File: src/rtl/mux_arb_pkg.sv
// Shared types and helpers for the round-robin mux arbiter.
package mux_arb_pkg;

  // Arbitration policy selector; the MODE parameter carries the integer value.
  typedef enum logic {
    ARB_RR    = 1'b0,
    ARB_FIXED = 1'b1
  } arb_mode_e;

  localparam int ARB_DEF_NUM_CH = 4;
  localparam int ARB_DEF_DATA_W = 8;

  // Width of a binary channel index. NUM_CH is at least 2, but the guard keeps
  // the width at 1 or more if someone instantiates a degenerate case.
  function automatic int idx_w(input int n);
    return (n < 2) ? 1 : $clog2(n);
  endfunction

endpackage

File: src/rtl/rr_grant.sv
// Combinational grant search: finds the first requester at or after ptr,
// wrapping modulo NUM_CH, and returns it as both one-hot and binary.
module rr_grant
  import mux_arb_pkg::*;
#(
  parameter int  NUM_CH = ARB_DEF_NUM_CH,
  parameter int  MODE   = 0,
  localparam int IW     = idx_w(NUM_CH)
) (
  input  logic [NUM_CH-1:0] req,
  input  logic [IW-1:0]     ptr,
  output logic [NUM_CH-1:0] grant,
  output logic [IW-1:0]     idx,
  output logic              any
);

  localparam logic [IW:0] LP_NCH = (IW+1)'(NUM_CH);

  logic [IW-1:0]       w_ptr;
  logic [2*NUM_CH-1:0] w_dbl;
  logic [NUM_CH-1:0]   w_rot;
  logic [IW-1:0]       w_off;
  logic [IW:0]         w_sum;

  // Fixed priority is simply a search that always starts at channel 0.
  assign w_ptr = (MODE == int'(ARB_FIXED)) ? '0 : ptr;
  assign any   = |req;

  // Rotate the request vector so ptr lands at bit 0, take the lowest set bit,
  // then rotate the offset back to an absolute channel index.
  always_comb begin
    w_dbl = {req, req} >> w_ptr;
    w_rot = w_dbl[NUM_CH-1:0];
    w_off = '0;
    for (int i = NUM_CH-1; i >= 0; i--) begin
      if (w_rot[i]) w_off = IW'(i);
    end
    w_sum = {1'b0, w_off} + {1'b0, w_ptr};
    if (w_sum >= LP_NCH) w_sum = w_sum - LP_NCH;
    idx = w_sum[IW-1:0];
  end

  // Decode the winning index; all zero when nobody is requesting.
  always_comb begin
    grant = '0;
    for (int i = 0; i < NUM_CH; i++) begin
      grant[i] = any & (idx == IW'(i));
    end
  end

endmodule

File: src/rtl/rr_mux_arbiter.sv
// N-channel registered mux with round-robin or fixed-priority arbitration.
// One output register; refill-on-drain gives one beat per cycle.
module rr_mux_arbiter
  import mux_arb_pkg::*;
#(
  parameter int  NUM_CH = ARB_DEF_NUM_CH,
  parameter int  DATA_W = ARB_DEF_DATA_W,
  parameter int  MODE   = 0,
  localparam int IW     = idx_w(NUM_CH)
) (
  input  logic                     clk,
  input  logic                     rst_n,
  input  logic [NUM_CH-1:0]        in_valid,
  input  logic [NUM_CH*DATA_W-1:0] in_data,
  output logic [NUM_CH-1:0]        in_ready,
  output logic                     out_valid,
  output logic [DATA_W-1:0]        out_data,
  output logic [IW-1:0]            out_sel,
  input  logic                     out_ready,
  output logic [NUM_CH-1:0]        grant
);

  logic [IW-1:0]     r_ptr;
  logic              r_out_valid;
  logic [DATA_W-1:0] r_out_data;
  logic [IW-1:0]     r_out_sel;

  logic [NUM_CH-1:0] w_grant;
  logic [IW-1:0]     w_idx;
  logic              w_any;
  logic              w_load_en;
  logic              w_in_xfer;
  logic [DATA_W-1:0] w_mux;
  logic [IW-1:0]     w_ptr_nxt;

  rr_grant #(
    .NUM_CH (NUM_CH),
    .MODE   (MODE)
  ) u_grant (
    .req   (in_valid),
    .ptr   (r_ptr),
    .grant (w_grant),
    .idx   (w_idx),
    .any   (w_any)
  );

  // Register can take a beat when empty or being emptied this edge. rst_n
  // gates the accept so in_ready reads zero throughout reset.
  assign w_load_en = ~r_out_valid | out_ready;
  assign w_in_xfer = w_any & w_load_en & rst_n;
  assign in_ready  = w_grant & {NUM_CH{w_load_en & rst_n}};
  assign grant     = w_grant;

  assign out_valid = r_out_valid;
  assign out_data  = r_out_data;
  assign out_sel   = r_out_sel;

  // Next pointer: one past the winner, wrapping from the top channel to 0.
  assign w_ptr_nxt = (w_idx == IW'(NUM_CH-1)) ? '0 : w_idx + IW'(1);

  // AND-OR mux: the grant is one-hot so at most one lane contributes.
  always_comb begin
    w_mux = '0;
    for (int i = 0; i < NUM_CH; i++) begin
      w_mux = w_mux | (in_data[i*DATA_W +: DATA_W] & {DATA_W{w_grant[i]}});
    end
  end

  // Round-robin pointer; stays at 0 in fixed-priority mode.
  always_ff @(posedge clk or negedge rst_n) begin
    if (!rst_n) begin
      r_ptr <= '0;
    end else if (w_in_xfer && (MODE != int'(ARB_FIXED))) begin
      r_ptr <= w_ptr_nxt;
    end
  end

  // Output register: load on input transfer, clear valid on a bare drain.
  // Data and sel hold after a drain so the last beat remains observable.
  always_ff @(posedge clk or negedge rst_n) begin
    if (!rst_n) begin
      r_out_valid <= 1'b0;
      r_out_data  <= '0;
      r_out_sel   <= '0;
    end else if (w_in_xfer) begin
      r_out_valid <= 1'b1;
      r_out_data  <= w_mux;
      r_out_sel   <= w_idx;
    end else if (out_ready) begin
      r_out_valid <= 1'b0;
    end
  end

endmodule

File: config.mk
export PLATFORM = sky130hd
export DESIGN_NAME = rr_mux_arbiter
export DESIGN_NICKNAME = d
export VERILOG_FILES = /design/src/rtl/mux_arb_pkg.sv /design/src/rtl/rr_grant.sv /design/src/rtl/rr_mux_arbiter.sv
export SDC_FILE = /design/constraint.sdc
export NUM_CORES = 1
export LEC_CHECK = 0
export BUFFER_PORTS_ARGS = -buffer_cell sky130_fd_sc_hd__buf_2
export CAP_MARGIN = 20
export CORE_UTILIZATION = 30
export DETAILED_ROUTE_END_ITERATION = 8
export MAX_ROUTING_LAYER = met4
export RECOVER_POWER = 25
export SLEW_MARGIN = 10
export SYNTH_ARGS = -nofsm -noshare
export SYNTH_HDL_FRONTEND = slang
export SYNTH_SLANG_ARGS = --single-unit
File: constraint.sdc
create_clock -name clk -period 4.39 [get_ports clk]
set_clock_uncertainty 0.15 [all_clocks]
set_input_delay 0.2195 -clock clk [delete_from_list [all_inputs] [get_ports clk]]
set_output_delay 0.2195 -clock clk [all_outputs]
set_load 0.1 [all_outputs]
After elaboration in Yosys (flattened, before gate mapping)
Index checks and enable logic that the tools add are counted.
{"block": "totals", "register_bits": 13, "in_bits": 39, "out_inout_bits": 19, "wordCells": 40}
{"block": "op_classes", "muxes": 8, "n_lt_le_gt_ge": 1, "shift": 1, "n_addsub": 3, "n_eq_ne": 3, "n_bitwise": 17, "reduce_logical": 3}
{"operator": "$and A8 B8 Y8", "n": 4}
{"operator": "$or A8 B8 Y8", "n": 3}
{"operator": "$mux W2", "n": 6}
{"operator": "$shr A8 B2 Y4", "n": 1}
{"operator": "$and A1 B1 Y1", "n": 7}
{"operator": "$and A4 B4 Y4", "n": 1}
{"operator": "$eq A2 B2 Y1 const B", "n": 2}
{"operator": "$reduce_or A4 Y1", "n": 1}
{"operator": "$add A2 B2 Y3", "n": 1}
{"operator": "$ge A3 B3 Y1 const B", "n": 1}
{"operator": "$add A2 B1 Y2 const B", "n": 1}
{"operator": "$eq A2 B1 Y1 const B", "n": 1}
{"operator": "$logic_not A2 Y1", "n": 1}
{"operator": "$mux W1", "n": 2}
{"operator": "$reduce_bool A2 Y1", "n": 1}
{"operator": "$sub A2 B1 Y2 const B", "n": 1}
{"operator": "$not A1 Y1", "n": 1}
{"operator": "$or A1 B1 Y1", "n": 1}

Logic depth before layout (Yosys ltp)
Gate-level depths: netlist of run 1.
{"block": "logic_depth", "ltp_word": 14, "mapped_depth": 12, "ltp_nobuf": 10}

Hierarchy
From an unflattened synthesis of run 1, not the netlist that was laid out.
{"block": "hier_totals", "hier_cells": 105, "area_unflattened_um2": 1073.5}
{"mod": "rr_mux_arbiter", "seq_area_each_um2": 325.3, "cells_per_inst": 63, "area_per_inst_um2": 747.0, "n_inst": 1}
{"mod": "rr_grant", "seq_area_each_um2": 0.0, "cells_per_inst": 42, "area_per_inst_um2": 326.6, "n_inst": 1}

Least setup slack after synthesis of run 1
OpenSTA, ideal clock, no wires.
{"block": "synth_timing", "path_type": "register to output", "startpoint": "register r_ptr[0]", "endpoint": "output in_ready[2]", "n_path_buf": 2, "slack_ns": 0.042, "arrival_ns": 3.979, "t_required_ns": 4.021, "path_stages_with_launch": 12, "cell_sequence": "dfrtp_1 > buf_2 > nor2b_1 > a221o_2 > nand2_1 > o221ai_1 > ha_1 > xnor2_1 > nor3_2 > buf_4 > nor2_1 > nor3_1"}
{"block": "synth_via", "elab_chain_cells": 11, "elab_cells_between_ends": 12, "classes_between": "add/sub: 2; order compare: 1; eq/ne: 1; shift: 1; mux: 5; bitwise: 2"}
{"item": "start: declaration", "line": "rr_mux_arbiter.sv:23", "text": "logic [IW-1:0] r_ptr;"}
{"item": "start signal: assignment", "line": "rr_mux_arbiter.sv:74", "text": "r_ptr <= w_ptr_nxt;"}
{"item": "$shr A8 B2 Y4", "line": "rr_grant.sv:32", "text": "w_dbl = {req, req} >> w_ptr;"}
{"item": "$mux W2 (4 in series)", "line": "rr_grant.sv:36", "text": "if (w_rot[i]) w_off = IW'(i);"}
{"item": "$add A2 B2 Y3 *", "line": "rr_grant.sv:38", "text": "w_sum = {1'b0, w_off} + {1'b0, w_ptr};"}
{"item": "$ge A3 B3 Y1 / $sub A2 B1 Y2 (equally long branches)", "line": "rr_grant.sv:39", "text": "if (w_sum >= LP_NCH) w_sum = w_sum - LP_NCH;"}
{"item": "$mux W2 *", "line": "rr_grant.sv:39"}
{"item": "$eq A2 B2 Y1 *", "line": "rr_grant.sv:47", "text": "grant[i] = any & (idx == IW'(i));"}
{"item": "$and A1 B1 Y1 *", "line": "rr_grant.sv:47"}
{"item": "$and A4 B4 Y4 *", "line": "rr_mux_arbiter.sv:51", "text": "assign in_ready = w_grant & {NUM_CH{w_load_en & rst_n}};"}
{"item": "end: declaration", "line": "rr_mux_arbiter.sv:15", "text": "output logic [NUM_CH-1:0] in_ready,"}
Every way passes the cells marked *; elsewhere a longest branch is shown, timed or not.

Worst setup path in the final report of run 1
Same ends and word-level chain as after synthesis.

==> reports/summary.txt, run 1 <==
Result of the run = completed
Synth cell types = 38
Initial DRT Pass Iterations = 4
Worst min-delay path class = primary input to flop
Post-route ant nets = 0
Highest-count cells in the layout ignoring fill and taps = 56 x buf_2, 15 x nor2_1, 13 x dfrtp_1
Overflow after GRT = 0
Die width = 61.75 um
Final Wtd Congestion = 0.8099
Top cells by area, synth = dfrtp_1 30%, mux4_1 7.4%, a21o_1 7.0%, nand3_1 5.6%, nor2_1 5.3%
Clk root buf = clkbuf_4
Synth Area in Compound Gates = 24.88%
Total wire length after detailed routing = 2.895 mm
Clk_lat worst skew = 0.28 ns
Max transition margin = 50.59%
Placement row count = 21
Deepest clock path buffer count = 2
Total die area = 0.003813 mm^2
Average via count per standard cell = 5.129
Simple-gate share of the synthesized area = 24.88%
Overall die height = 61.75 um
Source of the worst register-to-register timing path = r_ptr[0]$_DFFE_PN0P_
Adder-cell area share of the yosys netlist = 1.168%
CTS clk-pin slew, worst paths = 0.09 ns
Via count of the first global-routing pass = 996
# DRC = 0
Cell area after technology mapping = 0.001071 mm^2
Share of post-route cells with drive strength above 1 = 39.89%
RSZ-0062 raised after global routing = no
Iter 0 DRT Violations = 59
Wire length of the first global-routing pass = 4.215 mm
Number of placed I/O pins = 58
YS warnings = 0
Beginning of the worst hold path = out_ready
GRT Resource Usage Total = 15.16%
Antenna diode count = 0
Synth Register Bits = 13
Fin. max-slew vios = 0
# Post-CTS Setup Buffers = 0
Slew of the pin with the lowest slew margin = 0.7412 ns
Number of antenna violations at the first check in global routing = 0
Final-report setup violation count = 0
Mux cell area share after synthesis = 11.92%
Share of the synthesized netlist area taken by xor and xnor gates = 2.453%
Number of hold violations in the final report = 0
Type of destination of the critical path = output port
# nets final = 219
Hold WS = 0.08040 ns
Top-area cell type share of the netlist area = 30.37%
Post-synthesis average cell area = 8.568 um^2
CP Data Required Time = 4.02 ns
Arrival time at the worst endpoint = 3.31 ns
CTS tree = done
Most common cell after layout, fill and taps aside = buf_2
Largest net degree at the start of global routing = 16
Vias = 1,149
Startpoint type of the worst setup path = flop
Routed wire length per instance = 12.92 um
Critical Path Start = r_ptr[0]$_DFFE_PN0P_
Setup total negative slack = 0 ns
Type of the worst setup path = flop to output port
Half-perimeter wire length after placement = 2.246 mm
Initial core utilization = 31.60%
Synthesized netlist cell count = 125
Highest fanout seen on the critical path = 12
Clock buffer count from CTS = 3
Standard cell core area = 0.003390 mm^2
Number of max-cap violations = 0
Highest clock rate = 272.1 MHz
Clock sink count = 13
Shortest period the worst path allows = 3.675 ns
Count of port buffers added during placement = 57
Cell accounting for the most synthesized area = dfrtp_1
Nets in the synthesized netlist = 165
Maximum level of the CTS H-tree = 1
Final Cycle Share = 83.70%
Area growth syn-to-layout = 31.08%
Sequential share of the synthesized area = 30.37%
Largest family of logic cells by synthesized area = compound AO/OA/AOI/OAI gates
==> critical path, cell delays in order (launching register included) <==
cell      delay, ns
dfrtp_1        0.56
nor2_1         0.11
a221o_2        0.39
nand2_1        0.07
o221ai_1       0.11
ha_1           0.24
xor2_1         0.16
a21oi_1        0.49
nor2_1         0.23
nor3_1         0.21
buf_2          0.46
==> flip-flops by register name (all words and copies together) (netlist names) <==
signal,flops
out_data,8
out_valid,1
r_ptr,2
out_sel,2
==> final timing paths <==
path	end	cells after the start	slack [ns]
max	in_ready[2]	10	0.72
min	out_valid$_DFFE_PN0P_	3	0.08
max reg2reg	out_data[1]$_DFFE_PN0P_	10	1.24
min reg2reg	out_sel[0]$_DFFE_PN0P_	2	0.34
max in group asynchronous	out_data[0]$_DFFE_PN0P_	2	3.26
min in group asynchronous	out_data[4]$_DFFE_PN0P_	2	0.36
==> cells in the mapped netlist <==
cell type and count:
nor3b_1 3, a32o_2 1, o21ba_2 1, nand2b_1 3, buf_1 1, nor2_1 15
o21a_1 1, or2_1 1, clkbuf_2 1, nand2_4 1, xor2_1 1, a221o_2 1
nand2_1 12, buf_2 3, nor3_2 1, xnor2_1 2, a31oi_1 5, o21ai_1 2
mux2_2 3, mux4_1 3, dfrtp_1 13, ha_1 1, a21o_1 10, mux2_4 1
nand3_1 12, a32oi_1 1, a21oi_1 1, and3_1 1, nand2b_2 1, o21bai_1 1
clkbuf_1 2, nor3_1 3, o21ai_4 1, buf_4 1, o21ai_0 11, clkbuf_4 1
o221ai_1 2, nor2b_1 1
==> metal layers <==
layer  up-vias  share of wire (%)  track usage (%)
met5         -                  0                -
li1        566                  -                -
met1       534                 44            19.90
met3         6                5.4            1.449
met4         0                1.4            5.397
met2        43                 49            24.42
==> through the flow <==
stage,instances,util [%],worst slack (ns),instance area (um^2)
finish,224,41.42,0.7154,1404
global route,224,41.42,0.4427,1404
CTS,224,41.45,0.7147,1405
detailed placement,219,40.35,1.042,1368
global placement,219,40.35,1.175,1368
floorplan,125,-,0.04197,1071
==> logic make-up (layout without fill, tap and decap cells) <==
family / count (synthesis) / count (layout)
AOI/OAI and AO/OA: 38 / 38
xor gates and xnor gates: 3 / 3
adders and majority gates: 1 / 1
buffers and inverters: 9 / 62
DFF: 13 / 13
muxes: 7 / 7
and+or+nand+nor: 54 / 54
==> repair_timing <==
action,CTS,global route
hold buffers,1,0
endpoints found under the hold margin,13,0
resized for setup,0,0
==> area by class of cell <==
cell class	instances	area, um^2
fill	353	1986
multi-input combinational	103	699.4
sequential	13	325.3
timing repair buffer	58	294.0
tap	46	57.56
clock buffer	3	22.52
clock inverter	1	5.005
Power of run 1 is not shown: default switching activity piles up to over one toggle a cycle in this logic, so the estimate is an artifact.
==> run 2, diff against run 1 <==
--- a/config.mk
+++ b/config.mk
@@ -5,6 +5,7 @@
 export SDC_FILE = /design/constraint.sdc
 export NUM_CORES = 1
 export LEC_CHECK = 0
+export ABC_AREA = 1
 export BUFFER_PORTS_ARGS = -buffer_cell sky130_fd_sc_hd__buf_2
 export CAP_MARGIN = 20
 export CORE_UTILIZATION = 30
==> constraint.sdc (replaced) <==
create_clock -name clk -period 3.1 [get_ports clk]
set_clock_uncertainty 0.15 [all_clocks]
set_input_delay 0.155 -clock clk [delete_from_list [all_inputs] [get_ports clk]]
set_output_delay 0.155 -clock clk [all_outputs]
set_load 0.1 [all_outputs]
==> reports/summary.txt, run 2 <==
Result of the run = completed
Cell depth of the worst hold path = 5 (+2)
Multi-input combinational cell area = 689.4 um^2 (-1.4%)
Average via count per standard cell = 4.705 (-8.3%)
Placement row count = 21 (unchanged)
Routed wire length per instance = 11.59 um (-10%)
Simple-gate share of the synthesized area = 55.63% (+31 points)
Clk root buf = clkbuf_4
YS warnings = 0 (unchanged)
Die width = 61.61 um (-0.23%)
Half-perimeter wire length after placement = 2.361 mm (+5.1%)
Number of buffer and inverter instances along the worst setup path = 4 (+3)
Worst min-delay path class = primary input to flop
Sequential cell area = 326.6 um^2 (+0.38%)
Cell area after technology mapping = 0.001066 mm^2 (-0.47%)
Post-route ant nets = 0 (unchanged)
Nets in the synthesized netlist = 201 (+22%)
Async set-or-reset flop fraction in the synthesized netlist = 100.0% (unchanged)
Crit-path leading delay family = simple AND/OR/NAND/NOR gates
Cell accounting for the most synthesized area = dfrtp_1
Max transition margin = 47.50% (-3.1 points)
Overall die height = 61.61 um (-0.23%)
Via count of the first global-routing pass = 1,002 (+0.60%)
Sequential share of the synthesized area = 30.52% (+0.14 points)
Initial DRT Pass Iterations = 4 (unchanged)
Final Cycle Share = 94.63%
Area growth syn-to-layout = 47.77%
Fin. max-slew vios = 0 (unchanged)
Beginning of the worst hold path = in_data[9]
Placement-stage worst setup slack = 0.2725 ns (-0.7690 ns)
Dominant cell by count in the synthesized netlist = nor2_1
Flip-flop count of the largest register, all copies and words added = 8 (unchanged)
Top cells by area, synth = dfrtp_1 31%, nand3_1 15%, nor2_1 13%, nand2_1 10%, nand4_1 8.2%
Number of inserted filler cells in the final layout = 382 (+8.2%)
Most common flop cell mapped by yosys = dfrtp_1
Share of the synthesized netlist area taken by xor and xnor gates = 0.8216% (-1.6 points)
Count of port buffers added during placement = 57 (unchanged)
Clock sink count = 13 (unchanged)
Largest net degree at the start of global routing = 23 (+7)
Source of the worst register-to-register timing path = r_ptr[1]$_DFFE_PN0P_
Synth Area in Compound Gates = 2.582% (-22 points)
CP Data Required Time = 2.79 ns (-1.23 ns)
Reg2Reg Capture Point = r_ptr[1]$_DFFE_PN0P_
Most common cell after layout, fill and taps aside = buf_2
# nets final = 263 (+20%)
Setup WS post-layout = 0.1665 ns (-0.5489 ns)
Overflow after GRT = 0 (unchanged)
Adder-cell area share of the yosys netlist = 1.174% (+0.0055 points)
Number of placed I/O pins = 58 (unchanged)
Startpoint type of the worst setup path = flop
Setup total negative slack = 0 ns (unchanged)
Share of post-route cells with drive strength above 1 = 38.29% (-1.6 points)
Number of enable flip-flop cells after synthesis = 0 (unchanged)
Slew of the pin with the lowest slew margin = 0.7875 ns (+0.04634 ns)
Final Wtd Congestion = 0.9117 (+13%)
Deepest clock path buffer count = 2 (unchanged)
Highest clock rate = 340.9 MHz
Cell count of the worst reg-to-reg path = 14 (+4)
Slowest cell on the critical path = dfrtp_1
Largest family of logic cells by synthesized area = simple AND/OR/NAND/NOR gates
# DRC = 0 (unchanged)
Post-route cell area = 0.001575 mm^2 (+12%)
Standard cell core area = 0.003363 mm^2 (-0.78%)
Largest stage delay on the critical path = 0.50 ns (-0.06 ns)
Number of hold violations in the final report = 0 (unchanged)
Initial core utilization = 31.70% (+0.098 points)
Clk_lat worst skew = 0.29 ns (about the same)
Hold WS = 0.009459 ns (-0.07095 ns)
Number of antenna violations at the first check in global routing = 0 (unchanged)
Post-synthesis average cell area = 6.621 um^2 (-23%)
Synthesized netlist cell count = 161 (+29%)
Antenna diode count = 0 (unchanged)
Mux cell area share after synthesis = 0% (-12 points)
GRT Resource Usage Total = 16.41% (+1.3 points)
Highest-count cells in the layout ignoring fill and taps = 48 x buf_2, 32 x nor2_1, 31 x nand3_1
Shortest period the worst path allows = 2.933 ns
End of the worst hold path = out_data[1]$_DFFE_PN0P_
Final-report setup violation count = 0 (unchanged)
Vias = 1,261 (+9.7%)
Arrival time at the worst endpoint = 2.63 ns (-0.68 ns)
Type of the worst setup path = flop to output port
Worst reg-to-reg setup slack = 0.54 ns (-0.70 ns)
Synth Register Bits = 13 (unchanged)
Maximum level of the CTS H-tree = 1 (unchanged)
Leading cell types by count after synthesis = 36 x nor2_1, 31 x nand3_1, 29 x nand2_1
Total wire length after detailed routing = 3.106 mm (+7.3%)
Iter 0 DRT Violations = 44 (-25%)
Number of max-cap violations = 0 (unchanged)
Wire length of the first global-routing pass = 4.429 mm (+5.1%)
Sequence of cells on the critical path = inv_2, nand3_1, nand2_1, nand3_1, a21boi_0, ha_1, xnor2_2, inv_1, nand2_4, nand2_8, inv_1, nor3_2, buf_12
Total die area = 0.003796 mm^2 (-0.45%)
Highest fanout seen on the critical path = 16 (+4)
Synth cell types = 26 (-32%)
Top-area cell type share of the netlist area = 30.52% (+0.14 points)
Clock buffer count from CTS = 3 (unchanged)
Type of destination of the critical path = output port
CTS tree = done
Placed inst area = 0.001486 mm^2 (+8.7%)
CTS clk-pin slew, worst paths = 0.10 ns (about the same)
run 2: how the worst max path moves through the flow:
| stage | end | from | cells past startpoint | slack, ns |
|---|---|---|---|---|
| final | in_ready[2] | r_ptr[1]$_DFFE_PN0P_ | 13 | 0.17 |
| after global placement | in_ready[0] | r_ptr[0]$_DFFE_PN0P_ | 13 | 0.37 |
| after global routing | in_ready[2] | r_ptr[1]$_DFFE_PN0P_ | 13 | -0.02 |
| after floorplan | grant[0] | r_ptr[0]$_DFFE_PN0P_ | 11 | -0.30 |
| after detailed placement | grant[2] | r_ptr[0]$_DFFE_PN0P_ | 13 | 0.27 |
| after CTS | in_ready[0] | r_ptr[0]$_DFFE_PN0P_ | 13 | 0.04 |
run 2: logic make-up (layout without fill, tap and decap cells):
group / after synthesis / in the layout
fa+ha+maj: 1 / 1
flops: 13 / 13
xor+xnor: 1 / 1
simple gates: 122 / 123
buf+inv: 19 / 79
compound gates: 5 / 5
run 2: layout make-up:
class                   instances  share of cell area (%)
flip-flops and latches         13                   20.73
well taps                      46                   3.654
multi-input cells             130                   43.76
repair buffers                 63                   27.24
clock buffers                   4                   1.668
inverters                      12                   2.939
run 2: what timing repair did:
| action | CTS | global route |
|---|---|---|
| pin swaps | 0 | 2 |
| hold endpoints to repair | 14 | 0 |
| endpoints found under the setup margin | 3 | 7 |
| setup buffers | 0 | 1 |
| gates cloned | 0 | 1 |
| resized for setup | 1 | 5 |
| hold buffers | 2 | 0 |
run 2: stage by stage:
step / std cells / util, %
floorplan: 161 / -
global placement: 260 / 44.20
global route: 268 / 46.84
finish: 268 / 46.84
CTS: 266 / 45.83
detailed placement: 260 / 44.20
run 2: metal layers:
metal | part of all wire, % | up-vias | track usage [%]
met1 | 49 | 551 | 24.18
met2 | 44 | 45 | 21.51
met5 | 0 | - | -
met3 | 6.5 | 2 | 2.731
li1 | - | 663 | -
met4 | 0.84 | 0 | 6.984
run 2: worst register-to-register path, delay by kind of cell (launching register included):
family	cells	cell delay, ns
buf+inv	3	0.46
xor+xnor	1	0.15
flops	1	0.50
simple gates	6	0.63
compound gates	3	0.35
fa+ha+maj	1	0.22
Power of run 2 is left out for the same reason.
